==> config.mk <==
export PLATFORM = sky130hd
export DESIGN_NAME = mem_port_arbiter_flat
export DESIGN_NICKNAME = d
export VERILOG_FILES = /design/src/rtl/mem_port_arbiter_if.sv /design/src/rtl/mem_port_arbiter.sv /design/src/flat_wrapper.sv
export SDC_FILE = /design/constraint.sdc
export NUM_CORES = 1
export LEC_CHECK = 0
export CAP_MARGIN = 20
export CORE_UTILIZATION = 40
export DETAILED_ROUTE_END_ITERATION = 16
export PLACE_DENSITY = 0.86
export SLEW_MARGIN = 20
export SYNTH_ARGS = -nofsm -noshare
export SYNTH_HDL_FRONTEND = slang
export SYNTH_SLANG_ARGS = --single-unit
==> constraint.sdc <==
create_clock -name clk -period 4.1 [get_ports clk]
set_input_delay 0.615 -clock clk [delete_from_list [all_inputs] [get_ports clk]]
set_output_delay 0.615 -clock clk [all_outputs]
set_load 0.05 [all_outputs]
==> src/rtl/mem_port_arbiter_if.sv <==
// Bus bundle for mem_port_arbiter: fetch port, data port and the
// single-port memory command/response signals.
// slave  : the arbiter's view.
// master : the environment's view (datapath requesters plus memory model).
interface mem_port_arbiter_if #(
  parameter int ADDR_W = 32,
  parameter int DATA_W = 32
);
  // fetch (IF) port
  logic                  if_req;
  logic [ADDR_W-1:0]     if_addr;
  logic                  if_kill;
  logic [DATA_W-1:0]     if_rdata;
  logic                  if_ready;
  logic                  if_stall;
  // data (DM) port
  logic                  dm_req;
  logic                  dm_we;
  logic [DATA_W/8-1:0]   dm_be;
  logic [ADDR_W-1:0]     dm_addr;
  logic [DATA_W-1:0]     dm_wdata;
  logic [DATA_W-1:0]     dm_rdata;
  logic                  dm_ready;
  logic                  dm_stall;
  // memory side
  logic                  mem_en;
  logic                  mem_we;
  logic [DATA_W/8-1:0]   mem_be;
  logic [ADDR_W-1:0]     mem_addr;
  logic [DATA_W-1:0]     mem_wdata;
  logic [DATA_W-1:0]     mem_rdata;
  // status
  logic                  busy;

  modport slave (
    input  if_req, if_addr, if_kill,
    input  dm_req, dm_we, dm_be, dm_addr, dm_wdata,
    input  mem_rdata,
    output if_rdata, if_ready, if_stall,
    output dm_rdata, dm_ready, dm_stall,
    output mem_en, mem_we, mem_be, mem_addr, mem_wdata,
    output busy
  );

  modport master (
    output if_req, if_addr, if_kill,
    output dm_req, dm_we, dm_be, dm_addr, dm_wdata,
    output mem_rdata,
    input  if_rdata, if_ready, if_stall,
    input  dm_rdata, dm_ready, dm_stall,
    input  mem_en, mem_we, mem_be, mem_addr, mem_wdata,
    input  busy
  );
endinterface

==> src/rtl/mem_port_arbiter.sv <==
// mem_port_arbiter: shares one single-port memory between the fetch stage
// (IF) and the memory stage (DM). One transaction at a time runs through
// IDLE -> CMD -> WAIT -> RESP; a fixed-latency counter times the read data.
// DM has priority, except that IF wins right after a DM grant, so fetch
// cannot starve under continuous contention.
// Optional feature macro: ARB_PERF_CNT_EN adds saturating perf counters
// perf_conflict (IDLE cycles with both requests high) and perf_if_wait
// (cycles with if_stall high).
module mem_port_arbiter #(
  parameter int ADDR_W      = 32,
  parameter int DATA_W      = 32,
  parameter int MEM_LATENCY = 2
) (
  input  logic              clk,
  input  logic              rst,
  mem_port_arbiter_if.slave bus
`ifdef ARB_PERF_CNT_EN
  ,
  output logic [31:0]       perf_conflict,
  output logic [31:0]       perf_if_wait
`endif
);
  localparam int BE_W  = DATA_W / 8;
  localparam int CNT_W = 4;

  typedef enum logic [1:0] {IDLE, CMD, WAIT, RESP} state_t;

  state_t              state;
  state_t              state_nxt;
  logic [CNT_W-1:0]    cnt;
  logic                win_dm;
  logic                last_dm;
  logic                kill;
  logic                cmd_we;
  logic [BE_W-1:0]     cmd_be;
  logic [ADDR_W-1:0]   cmd_addr;
  logic [DATA_W-1:0]   cmd_wdata;
  logic [DATA_W-1:0]   resp_data;

  logic                any_req;
  logic                grant_dm;
  logic                grant_now;
  logic                mem_en;
  logic                if_ready;
  logic                dm_ready;
  logic                busy;
  logic                if_stall;

  assign any_req   = bus.if_req | bus.dm_req;
  // DM wins a tie unless DM had the previous grant and fetch is waiting.
  assign grant_dm  = bus.dm_req & ~(last_dm & bus.if_req);
  assign grant_now = (state == IDLE) & any_req;

  // State register.
  always_ff @(posedge clk) begin
    if (rst) state <= IDLE;
    else     state <= state_nxt;
  end

  // Next-state logic: one transaction per pass, no re-sampling in RESP.
  always_comb begin
    state_nxt = state;
    case (state)
      IDLE:    if (any_req) state_nxt = CMD;
      CMD:     state_nxt = WAIT;
      WAIT:    if (cnt == CNT_W'(1)) state_nxt = RESP;
      RESP:    state_nxt = IDLE;
      default: state_nxt = IDLE;
    endcase
  end

  // Output decode: strobes come from the state, ready only for the winner.
  always_comb begin
    mem_en   = 1'b0;
    if_ready = 1'b0;
    dm_ready = 1'b0;
    busy     = (state != IDLE);
    case (state)
      CMD:  mem_en = 1'b1;
      RESP: begin
        // A kill arriving in the RESP cycle itself still suppresses the pulse.
        if_ready = ~win_dm & ~kill & ~bus.if_kill;
        dm_ready = win_dm;
      end
      default: ;
    endcase
  end

  // Command capture and arbitration history, latched on the grant edge.
  always_ff @(posedge clk) begin
    if (rst) begin
      win_dm    <= 1'b0;
      last_dm   <= 1'b0;
      cmd_we    <= 1'b0;
      cmd_be    <= '0;
      cmd_addr  <= '0;
      cmd_wdata <= '0;
    end else if (grant_now) begin
      win_dm    <= grant_dm;
      last_dm   <= grant_dm;
      cmd_we    <= grant_dm & bus.dm_we;
      cmd_be    <= grant_dm ? bus.dm_be    : '1;
      cmd_addr  <= grant_dm ? bus.dm_addr  : bus.if_addr;
      cmd_wdata <= grant_dm ? bus.dm_wdata : '0;
    end
  end

  // Kill flag: remembers a fetch cancel until the transaction retires.
  always_ff @(posedge clk) begin
    if (rst || state == IDLE || state == RESP) kill <= 1'b0;
    else if (!win_dm && bus.if_kill)           kill <= 1'b1;
  end

  // Latency counter and read-data capture on the last WAIT cycle.
  always_ff @(posedge clk) begin
    if (rst) begin
      cnt       <= '0;
      resp_data <= '0;
    end else begin
      if (state == CMD)       cnt <= CNT_W'(MEM_LATENCY);
      else if (state == WAIT) cnt <= cnt - CNT_W'(1);
      if (state == WAIT && cnt == CNT_W'(1)) resp_data <= bus.mem_rdata;
    end
  end

  assign if_stall      = bus.if_req & ~if_ready;

  assign bus.mem_en    = mem_en;
  assign bus.mem_we    = cmd_we;
  assign bus.mem_be    = cmd_be;
  assign bus.mem_addr  = cmd_addr;
  assign bus.mem_wdata = cmd_wdata;
  assign bus.if_ready  = if_ready;
  assign bus.dm_ready  = dm_ready;
  assign bus.if_rdata  = resp_data;
  assign bus.dm_rdata  = resp_data;
  assign bus.if_stall  = if_stall;
  assign bus.dm_stall  = bus.dm_req & ~dm_ready;
  assign bus.busy      = busy;

`ifdef ARB_PERF_CNT_EN
  function automatic logic [31:0] sat_inc(input logic [31:0] v);
    return (v == 32'hFFFF_FFFF) ? v : v + 32'd1;
  endfunction

  // Saturating performance counters.
  always_ff @(posedge clk) begin
    if (rst) begin
      perf_conflict <= '0;
      perf_if_wait  <= '0;
    end else begin
      if (state == IDLE && bus.if_req && bus.dm_req) perf_conflict <= sat_inc(perf_conflict);
      if (if_stall) perf_if_wait <= sat_inc(perf_if_wait);
    end
  end
`endif
endmodule

==> src/flat_wrapper.sv <==
// flat-port wrapper written by rule: the top's interface ports become plain ports
module mem_port_arbiter_flat 
#(
  parameter int ADDR_W      = 32,
  parameter int DATA_W      = 32,
  parameter int MEM_LATENCY = 2
)
  (clk, rst, bus_if_req, bus_if_addr, bus_if_kill, bus_dm_req, bus_dm_we, bus_dm_be, bus_dm_addr, bus_dm_wdata, bus_mem_rdata, bus_if_rdata, bus_if_ready, bus_if_stall, bus_dm_rdata, bus_dm_ready, bus_dm_stall, bus_mem_en, bus_mem_we, bus_mem_be, bus_mem_addr, bus_mem_wdata, bus_busy);
  mem_port_arbiter_if #(.ADDR_W(ADDR_W), .DATA_W(DATA_W)) bus_i ();
  input  logic clk;
  input  logic rst;
  input wire logic [$bits(bus_i.if_req)-1:0] bus_if_req;
  input wire logic [$bits(bus_i.if_addr)-1:0] bus_if_addr;
  input wire logic [$bits(bus_i.if_kill)-1:0] bus_if_kill;
  input wire logic [$bits(bus_i.dm_req)-1:0] bus_dm_req;
  input wire logic [$bits(bus_i.dm_we)-1:0] bus_dm_we;
  input wire logic [$bits(bus_i.dm_be)-1:0] bus_dm_be;
  input wire logic [$bits(bus_i.dm_addr)-1:0] bus_dm_addr;
  input wire logic [$bits(bus_i.dm_wdata)-1:0] bus_dm_wdata;
  input wire logic [$bits(bus_i.mem_rdata)-1:0] bus_mem_rdata;
  output wire logic [$bits(bus_i.if_rdata)-1:0] bus_if_rdata;
  output wire logic [$bits(bus_i.if_ready)-1:0] bus_if_ready;
  output wire logic [$bits(bus_i.if_stall)-1:0] bus_if_stall;
  output wire logic [$bits(bus_i.dm_rdata)-1:0] bus_dm_rdata;
  output wire logic [$bits(bus_i.dm_ready)-1:0] bus_dm_ready;
  output wire logic [$bits(bus_i.dm_stall)-1:0] bus_dm_stall;
  output wire logic [$bits(bus_i.mem_en)-1:0] bus_mem_en;
  output wire logic [$bits(bus_i.mem_we)-1:0] bus_mem_we;
  output wire logic [$bits(bus_i.mem_be)-1:0] bus_mem_be;
  output wire logic [$bits(bus_i.mem_addr)-1:0] bus_mem_addr;
  output wire logic [$bits(bus_i.mem_wdata)-1:0] bus_mem_wdata;
  output wire logic [$bits(bus_i.busy)-1:0] bus_busy;
  assign bus_i.if_req = bus_if_req;
  assign bus_i.if_addr = bus_if_addr;
  assign bus_i.if_kill = bus_if_kill;
  assign bus_i.dm_req = bus_dm_req;
  assign bus_i.dm_we = bus_dm_we;
  assign bus_i.dm_be = bus_dm_be;
  assign bus_i.dm_addr = bus_dm_addr;
  assign bus_i.dm_wdata = bus_dm_wdata;
  assign bus_i.mem_rdata = bus_mem_rdata;
  assign bus_if_rdata = bus_i.if_rdata;
  assign bus_if_ready = bus_i.if_ready;
  assign bus_if_stall = bus_i.if_stall;
  assign bus_dm_rdata = bus_i.dm_rdata;
  assign bus_dm_ready = bus_i.dm_ready;
  assign bus_dm_stall = bus_i.dm_stall;
  assign bus_mem_en = bus_i.mem_en;
  assign bus_mem_we = bus_i.mem_we;
  assign bus_mem_be = bus_i.mem_be;
  assign bus_mem_addr = bus_i.mem_addr;
  assign bus_mem_wdata = bus_i.mem_wdata;
  assign bus_busy = bus_i.busy;
  mem_port_arbiter #(.ADDR_W(ADDR_W), .DATA_W(DATA_W), .MEM_LATENCY(MEM_LATENCY)) u_core (.clk(clk), .rst(rst), .bus(bus_i));
endmodule
==> results.json, run 1 <==
{
  "status": "complete, no violations",
  "endpoint_kind": "output port",
  "fin_total_pwr_mw": 4.02,
  "postSynth.asyncResetShare_pct": 0,
  "synth-seq-cells": 109,
  "drv_slew": 0,
  "synth_top_cell_area_share_pct": 49.0,
  "setup_slack_ns": 0.894,
  "layout_common_cells": "clkdlybuf4s50_1 (275), dfxtp_1 (109), nand2_1 (69), a21oi_1 (67), nor2_1 (35)",
  "ys_seq_area_share_pct": 49.0,
  "fmax_mhz": 312,
  "cts_tree": "built",
  "worstSetupStartpoint": "bus_if_kill",
  "synth_top_cell_by_area": "dfxtp_1",
  "synth_area_leaders": "dfxtp_1 (49%), a21oi_1 (7.5%), mux2i_1 (7.4%), a32oi_1 (6.5%), buf_4 (6.1%)",
  "gp_congestion": 0.716,
  "finalSetupViolCount": 0,
  "clkLatencyLatePin_ns": 0.36,
  "wl_per_cell_um": 15.3,
  "yosysWarnings": 0,
  "drtIter0Drc": 297,
  "area.growth.synth_to_final_pct": 62.5,
  "diodes": 0,
  "syn_nets": 637,
  "seq_area_um2": 2180,
  "synthCells": 492,
  "slew_headroom_pct": 51.5,
  "antenna_found_initial": 0,
  "htreeDepth": 3,
  "cp_data_required_time_ns": 3.48,
  "final_common_cell": "clkdlybuf4s50_1",
  "drt-total-wl_um": 13100,
  "die_y_um": 108,
  "postCtsHoldBufs": 0,
  "fin_setup_tns_ns": 0,
  "cts_buffer_depth": 2,
  "cts-root-buf": "clkbuf_8",
  "fillCellCount": 833,
  "core_um2": 10800,
  "first_pass_iters": 4,
  "crit_type": "in -> out",
  "ys.flop_type": "dfxtp_1",
  "cts_made_buffers": 9,
  "p_leak_nw": 2.63,
  "fin_skew_ns": 0.0115,
  "drc": 0,
  "ys_types": 29,
  "power_density_nw_per_um2": 555,
  "post_cts_resized": 0,
  "num-nets-final": 859,
  "crit_arrival_ns": 2.59,
  "io_buffers": 276,
  "grt_pass1_vias": 4171,
  "grt_max_degree": 73,
  "cp-start-kind": "input pin",
  "synth_edf_count": 0,
  "via_count": 4410,
  "hold_slack_ns": 0.477,
  "fin_crit_ns": 3.21,
  "rsz0062_at_grt": "false",
  "min_from": "u_core.bus.dm_rdata[10]",
  "detail-route-antenna-nets": 0,
  "clk_pin_slew_ns": 0.09,
  "grt_pass1_wl_um": 20000,
  "drv_cap": 0,
  "viasPerCell": 5.13,
  "ir_drop_mv": 0.432,
  "overflow": 0,
  "die_w_um": 108,
  "avgSynthCellArea_um2": 9.06,
  "dp_slack_ns": 0.857,
  "start_util_pct": 41.1,
  "grt_usage_pct": 21.8,
  "finalCritPeriodShare_pct": 78.2,
  "r2r-start": "u_core.state[0]",
  "cp_max_fo": 2,
  "dp_hpwl_um": 9470,
  "fp-row-count": 38,
  "worst_slew_pin_slew_ns": 0.727,
  "die-area_um2": 11600,
  "io_pins": 277,
  "cts_sinks": 109,
  "drive_gt1_share_pct": 4.45,
  "hp-class": "reg -> reg",
  "hold_violations": 0,
  "multi_input_area_um2": 1840,
  "post_cts_buffers": 0,
  "synthesis.area_um2": 4460
}
## state kept, by name, summed over array words and instances (netlist names)
register	count
u_core.bus.mem_addr	32
u_core.bus.mem_wdata	32
u_core.bus.dm_rdata	32
u_core.bus.mem_be	4
u_core.win_dm	1
u_core.state	2
u_core.cnt	4
u_core.bus.mem_we	1
u_core.kill	1
## worst paths after layout
check / end / slack (ns) / cells past startpoint
worst max-delay path: bus_if_ready / 0.89 / 3
worst min-delay path: u_core.bus.dm_rdata[10] / 0.48 / 2
worst max register to register: u_core.bus.mem_addr[26] / 1.99 / 6
worst min register to register: u_core.bus.dm_rdata[10] / 0.48 / 2
## kinds of logic (layout without fill, tap and decap cells)
| kind of cell | Yosys count | count (layout) | share of synthesized area [%] |
|---|---|---|---|
| compound gates | 143 | 143 | 19.8 |
| simple gates | 116 | 116 | 10.7 |
| flops | 109 | 109 | 49.0 |
| buf+inv | 81 | 308 | 10.5 |
| mux | 33 | 33 | 7.41 |
| fa+ha+maj | 7 | 7 | 1.97 |
| xor+xnor | 3 | 3 | 0.590 |
## where the power goes
group	switching [mW]	total (mW)	internal (mW)
combinational	1.31	2.01	0.697
clock	0.343	0.595	0.252
sequential	0.136	1.42	1.28
## synthesized netlist by cell type (2+ instances only)
master    instances
dfxtp_1         109
nand2_1          69
a21oi_1          67
buf_4            36
nor2_1           35
a32oi_1          33
mux2i_1          33
o21ai_0          32
clkbuf_1         24
buf_2            11
inv_1             8
ha_1              7
o221a_2           4
a211oi_1          3
nor3_1            3
buf_6             2
nor2b_1           2
nor4b_1           2
xnor2_1           2
## cell type report
class | instances | share of cell area (%)
tap | 140 | 2.42
inverter | 8 | 0.415
sequential | 109 | 30.1
clock buffer | 12 | 2.14
multi-input combinational | 302 | 25.4
clock inverter | 4 | 0.311
timing repair buffer | 284 | 39.2
## routing by layer
metal,up-vias,global-route usage (%),share of wire [%]
met5,-,0,0
met4,0,7.14,1.6
met3,16,6.17,7.3
met2,195,39.6,53
met1,2072,24.3,38
li1,2127,-,-
## through the flow
stage	std cells	instance area, um2	utilization (%)
2_1_floorplan	492	4460	-
6_report	859	7240	66.8
3_5_place_dp	842	7030	64.9
5_1_grt	859	7240	66.8
3_3_place_gp	842	7030	64.9
4_1_cts	858	7210	66.5
## worst max-delay path, cell delays in order
cell and delay (ns):
clkdlybuf4s50_1 0.46, nor4b_1 0.59, clkdlybuf4s50_1 0.93
(Power assumes the default switching activity.)
==> run 2: changes to the inputs <==
--- a/config.mk
+++ b/config.mk
@@ -6,9 +6,10 @@
 export NUM_CORES = 1
 export LEC_CHECK = 0
 export CAP_MARGIN = 20
-export CORE_UTILIZATION = 40
+export CORE_ASPECT_RATIO = 1.2
+export CORE_UTILIZATION = 37
 export DETAILED_ROUTE_END_ITERATION = 16
-export PLACE_DENSITY = 0.86
+export PLACE_DENSITY = 0.81
 export SLEW_MARGIN = 20
 export SYNTH_ARGS = -nofsm -noshare
 export SYNTH_HDL_FRONTEND = slang
==> constraint.sdc (replaced) <==
create_clock -name clk -period 3 [get_ports clk]
set_input_delay 0.45 -clock clk [delete_from_list [all_inputs] [get_ports clk]]
set_output_delay 0.45 -clock clk [all_outputs]
set_load 0.05 [all_outputs]
==> results.json, run 2 (synthesis gave the netlist of run 1 again) <==
{
  "die_w_um": 102,
  "core_um2": 11600,
  "antenna_found_initial": 0,
  "worst_slew_pin_slew_ns": 0.728,
  "drt-total-wl_um": 13600,
  "via_count": 4458,
  "design_area_um2": 7370,
  "postCtsHoldBufs": 0,
  "fin_crit_ns": 2.51,
  "drv_slew": 0,
  "crit_arrival_ns": 2.06,
  "dp_hpwl_um": 10300,
  "p_leak_nw": 2.68,
  "num-nets-final": 862,
  "final_common_cell": "clkdlybuf4s50_1",
  "cts_buffer_depth": 2,
  "drv_cap": 0,
  "placed_area_um2": 7090,
  "drive_gt1_share_pct": 5.12,
  "hold_violations": 0,
  "cp_max_fo": 5,
  "fmax_mhz": 399,
  "overflow": 0,
  "endpoint_kind": "output port",
  "cp-start-kind": "flop",
  "ir_drop_mv": 0.545,
  "first_pass_iters": 4,
  "status": "complete, no violations",
  "clk_pin_slew_ns": 0.07,
  "drtIter0Drc": 162,
  "crit_type": "reg -> out",
  "detail-route-antenna-nets": 0,
  "cts_made_buffers": 9,
  "grt_pass1_wl_um": 20100,
  "io_pins": 277,
  "fillCellCount": 972,
  "diodes": 0,
  "area.growth.synth_to_final_pct": 65.3,
  "slew_headroom_pct": 51.4,
  "cts_sinks": 109,
  "io_buffers": 276,
  "rsz0062_at_grt": "false",
  "htreeDepth": 3,
  "layout_common_cells": "clkdlybuf4s50_1 (274), dfxtp_1 (109), nand2_1 (69), a21oi_1 (67), nor2_1 (35)",
  "cts-root-buf": "clkbuf_16",
  "wl_per_cell_um": 15.5,
  "cp_data_required_time_ns": 2.55,
  "start_util_pct": 38.4,
  "fp-row-count": 43,
  "fin_skew_ns": 0.00739,
  "post-route-util_pct": 63.4,
  "ff2ff_path_depth": 7,
  "viasPerCell": 5.07,
  "post_cts_resized": 0,
  "fin_setup_tns_ns": 0,
  "finalSetupViolCount": 0,
  "cts_tree": "built",
  "die_y_um": 122,
  "grt_usage_pct": 20.6,
  "grt_pass1_vias": 4208,
  "die-area_um2": 12500,
  "gp_congestion": 0.775,
  "hp-class": "reg -> reg",
  "finalCritPeriodShare_pct": 83.6,
  "grt_max_degree": 73,
  "hold_depth": 2,
  "power_density_nw_per_um2": 791,
  "post_cts_buffers": 0,
  "drc": 0,
  "clkLatencyLatePin_ns": 0.33
}
run 2: cell types whose count changed in the layout (fill, tap and decap cells not counted), sizes merged:
cell / before / now
inv: 7 / 8
clkbuf: 12 / 11
clkinvlp: 1 / 3
buf: 9 / 13
clkdlybuf4s50: 275 / 274
clkinv: 4 / 2
run 2: worst paths after layout:
check | startpoint | endpoint | slack [ns]
setup / recovery | u_core.state[1] | bus_if_ready | 0.49
hold / removal | u_core.bus.dm_rdata[15] | u_core.bus.dm_rdata[15] | 0.47
setup reg to reg | u_core.state[0] | u_core.bus.mem_addr[24] | 0.75
hold reg to reg | u_core.bus.dm_rdata[15] | u_core.bus.dm_rdata[15] | 0.47
run 2: power breakdown:
group,switching [mW],internal [mW],total (mW)
registers,0.188,1.76,1.95
clock network,0.516,0.587,1.10
logic,1.81,0.969,2.78
total,2.51,3.31,5.83
run 2: per-stage QoR:
stage          total power, mW  hold WS [ns]  instances  setup WS, ns
2_1_floorplan             3.74         0.486        492         0.555
4_1_cts                   5.87         0.478        879         0.475
5_1_grt                   6.09         0.495        879         0.381
6_report                  5.83         0.474        879         0.491
3_3_place_gp              4.68         0.457        863         0.563
3_5_place_dp              4.75         0.468        863         0.531
run 2: final cells by class:
cell class                      count  area, um2  share of cell area, %
Inverter                            8       30.0                  0.408
Sequential cell                   109       2180                   29.6
Clock inverter                      5       36.3                  0.493
Clock buffer                       11        243                   3.30
Timing Repair Buffer              287       2840                   38.5
Tap cell                          157        196                   2.67
Multi-Input combinational cell    302       1840                   25.0
run 2: critical path, cell delays in order, from the launching register on:
cell and delay [ns]:
dfxtp_1 0.40, ha_1 0.22, nor4b_2 0.25, clkdlybuf4s50_1 0.86
run 2: routing by layer:
metal,vias to the layer above,GRT usage (%),share of wire (%),routed length [um]
met5,-,0,0,0
li1,2142,-,-,-
met2,205,38.3,52,7050
met3,32,5.98,8.5,1160
met1,2079,21.5,37,4980
met4,0,8.30,3.0,406
==> run 3: changes to the inputs <==
--- a/config.mk
+++ b/config.mk
@@ -7,9 +7,9 @@
 export LEC_CHECK = 0
 export CAP_MARGIN = 20
 export CORE_ASPECT_RATIO = 1.2
-export CORE_UTILIZATION = 37
+export CORE_UTILIZATION = 33
 export DETAILED_ROUTE_END_ITERATION = 16
-export PLACE_DENSITY = 0.81
+export PLACE_DENSITY = 0.76
 export SLEW_MARGIN = 20
 export SYNTH_ARGS = -nofsm -noshare
 export SYNTH_HDL_FRONTEND = slang
==> constraint.sdc (replaced) <==
create_clock -name clk -period 2 [get_ports clk]
set_input_delay 0.3 -clock clk [delete_from_list [all_inputs] [get_ports clk]]
set_output_delay 0.3 -clock clk [all_outputs]
set_load 0.05 [all_outputs]
==> results.json, run 3 (synthesis gave the netlist of run 1 again) <==
{
  "drt-total-wl_um": 13300,
  "clkLatencyLatePin_ns": 0.34,
  "fin_crit_ns": 1.88,
  "grt_max_degree": 73,
  "htreeDepth": 3,
  "status": "complete, no violations",
  "num-nets-final": 859,
  "multi_input_area_um2": 1850,
  "wl_per_cell_um": 15.0,
  "cts_tree": "built",
  "p_leak_nw": 2.71,
  "worst_slew_pin_slew_ns": 0.961,
  "grt_pass1_vias": 4227,
  "placed_cells": 871,
  "cts_made_buffers": 9,
  "slew_headroom_pct": 35.8,
  "start_util_pct": 33.8,
  "ff2ff_path_depth": 6,
  "cp-start-kind": "flop",
  "fin_setup_tns_ns": 0,
  "power_density_nw_per_um2": 1190,
  "cts_buffer_depth": 2,
  "endpoint_kind": "output port",
  "rsz0062_at_grt": "false",
  "crit_type": "reg -> out",
  "finalSetupViolCount": 0,
  "diodes": 0,
  "final_common_cell": "clkdlybuf4s50_1",
  "rrSetupSlack_ns": 0.33,
  "gp_congestion": 0.774,
  "io_buffers": 276,
  "crit-reg2reg-capture": "u_core.bus.dm_rdata[26]",
  "cp_max_fo": 34,
  "drv_cap": 0,
  "post_cts_buffers": 0,
  "dp_hpwl_um": 9790,
  "postCtsHoldBufs": 0,
  "io_pins": 277,
  "hold_violations": 0,
  "post_cts_resized": 1,
  "cts-root-buf": "clkbuf_16",
  "die_y_um": 129,
  "ir_drop_mv": 0.838,
  "hold_path_end": "u_core.bus.dm_rdata[9]",
  "core_um2": 13200,
  "grt_usage_pct": 18.3,
  "drtIter0Drc": 200,
  "drive_gt1_share_pct": 5.70,
  "crit_arrival_ns": 1.58,
  "overflow": 0,
  "finalCritPeriodShare_pct": 93.9,
  "cp_data_required_time_ns": 1.70,
  "drv_slew": 0,
  "hold_depth": 2,
  "fmax_mhz": 532,
  "die-area_um2": 14000,
  "fin_skew_ns": 0.00635,
  "first_pass_iters": 4,
  "min_from": "u_core.bus.dm_rdata[9]",
  "via_count": 4390,
  "area.growth.synth_to_final_pct": 67.4,
  "layout_common_cells": "clkdlybuf4s50_1 (269), dfxtp_1 (109), nand2_1 (69), a21oi_1 (67), nor2_1 (35)",
  "viasPerCell": 4.95,
  "fp-row-count": 46,
  "drc": 0,
  "fillCellCount": 1188,
  "r2r-start": "u_core.state[0]",
  "clk_pin_slew_ns": 0.07,
  "antenna_found_initial": 0,
  "detail-route-antenna-nets": 0,
  "cts_sinks": 109,
  "seq_area_um2": 2180,
  "die_w_um": 108,
  "layout.cells.non_filler": 887,
  "hp-class": "reg -> reg",
  "grt_pass1_wl_um": 20300
}
## run 3: changes by cell type in the layout (fill, tap and decap cells not counted), moves of 2 or more
cell and delta:
buf_12 +8, buf_4 -6, clkdlybuf4s50_1 -5, inv_6 +2
## run 3: cell type report
class | count | area share [%]
well taps | 168 | 2.82
multi-input cells | 302 | 24.8
inverters | 8 | 0.403
flip-flops and latches | 109 | 29.3
repair buffers | 284 | 38.9
clock inverters | 7 | 0.772
clock buffers | 9 | 3.02
## run 3: metrics by stage
stage | worst slack (ns) | cell area, um2 | hold slack, ns | util, % | power (mW)
finish | 0.122 | 7460 | 0.475 | 56.6 | 8.84
global route | 0.0297 | 7460 | 0.492 | 56.6 | 9.29
CTS | 0.0953 | 7460 | 0.478 | 56.6 | 8.94
detailed placement | 0.132 | 7170 | 0.467 | 54.4 | 7.18
global placement | 0.188 | 7170 | 0.455 | 54.4 | 7.09
floorplan | 0.0663 | 4470 | 0.436 | - | 5.62
## run 3: power breakdown
group | total (mW) | internal [mW] | switching (mW) | leakage, nW
registers | 2.93 | 2.63 | 0.292 | 0.892
logic | 4.22 | 1.53 | 2.69 | 1.69
clock network | 1.69 | 0.863 | 0.831 | 0.134
## run 3: how the worst max path moves through the flow
| stage | slack (ns) | end | cells past startpoint | startpoint |
|---|---|---|---|---|
| floorplan | 0.07 | bus_dm_stall | 3 | u_core.state[1] |
| global placement | 0.19 | u_core.bus.mem_addr[7] | 5 | bus_dm_req |
| detailed placement | 0.13 | u_core.bus.mem_addr[10] | 5 | bus_dm_req |
| CTS | 0.1 | bus_busy | 5 | u_core.state[0] |
| global route | 0.03 | bus_if_stall | 4 | u_core.state[1] |
| finish | 0.12 | bus_busy | 5 | u_core.state[0] |
## run 3: per-layer routing
layer / track usage (%) / up-vias / part of all wire (%)
met3: 5.43 / 32 / 9.1
met1: 19.6 / 2014 / 38
met4: 8.94 / 0 / 3.3
li1: - / 2135 / -
met5: 0 / - / 0
met2: 32.7 / 209 / 50
## run 3: critical path, stage by stage (launching register included)
cell,delay [ns]
dfxtp_1,0.33
inv_1,0.13
ha_2,0.31
buf_12,0.22
inv_1,0.05
buf_4,0.18
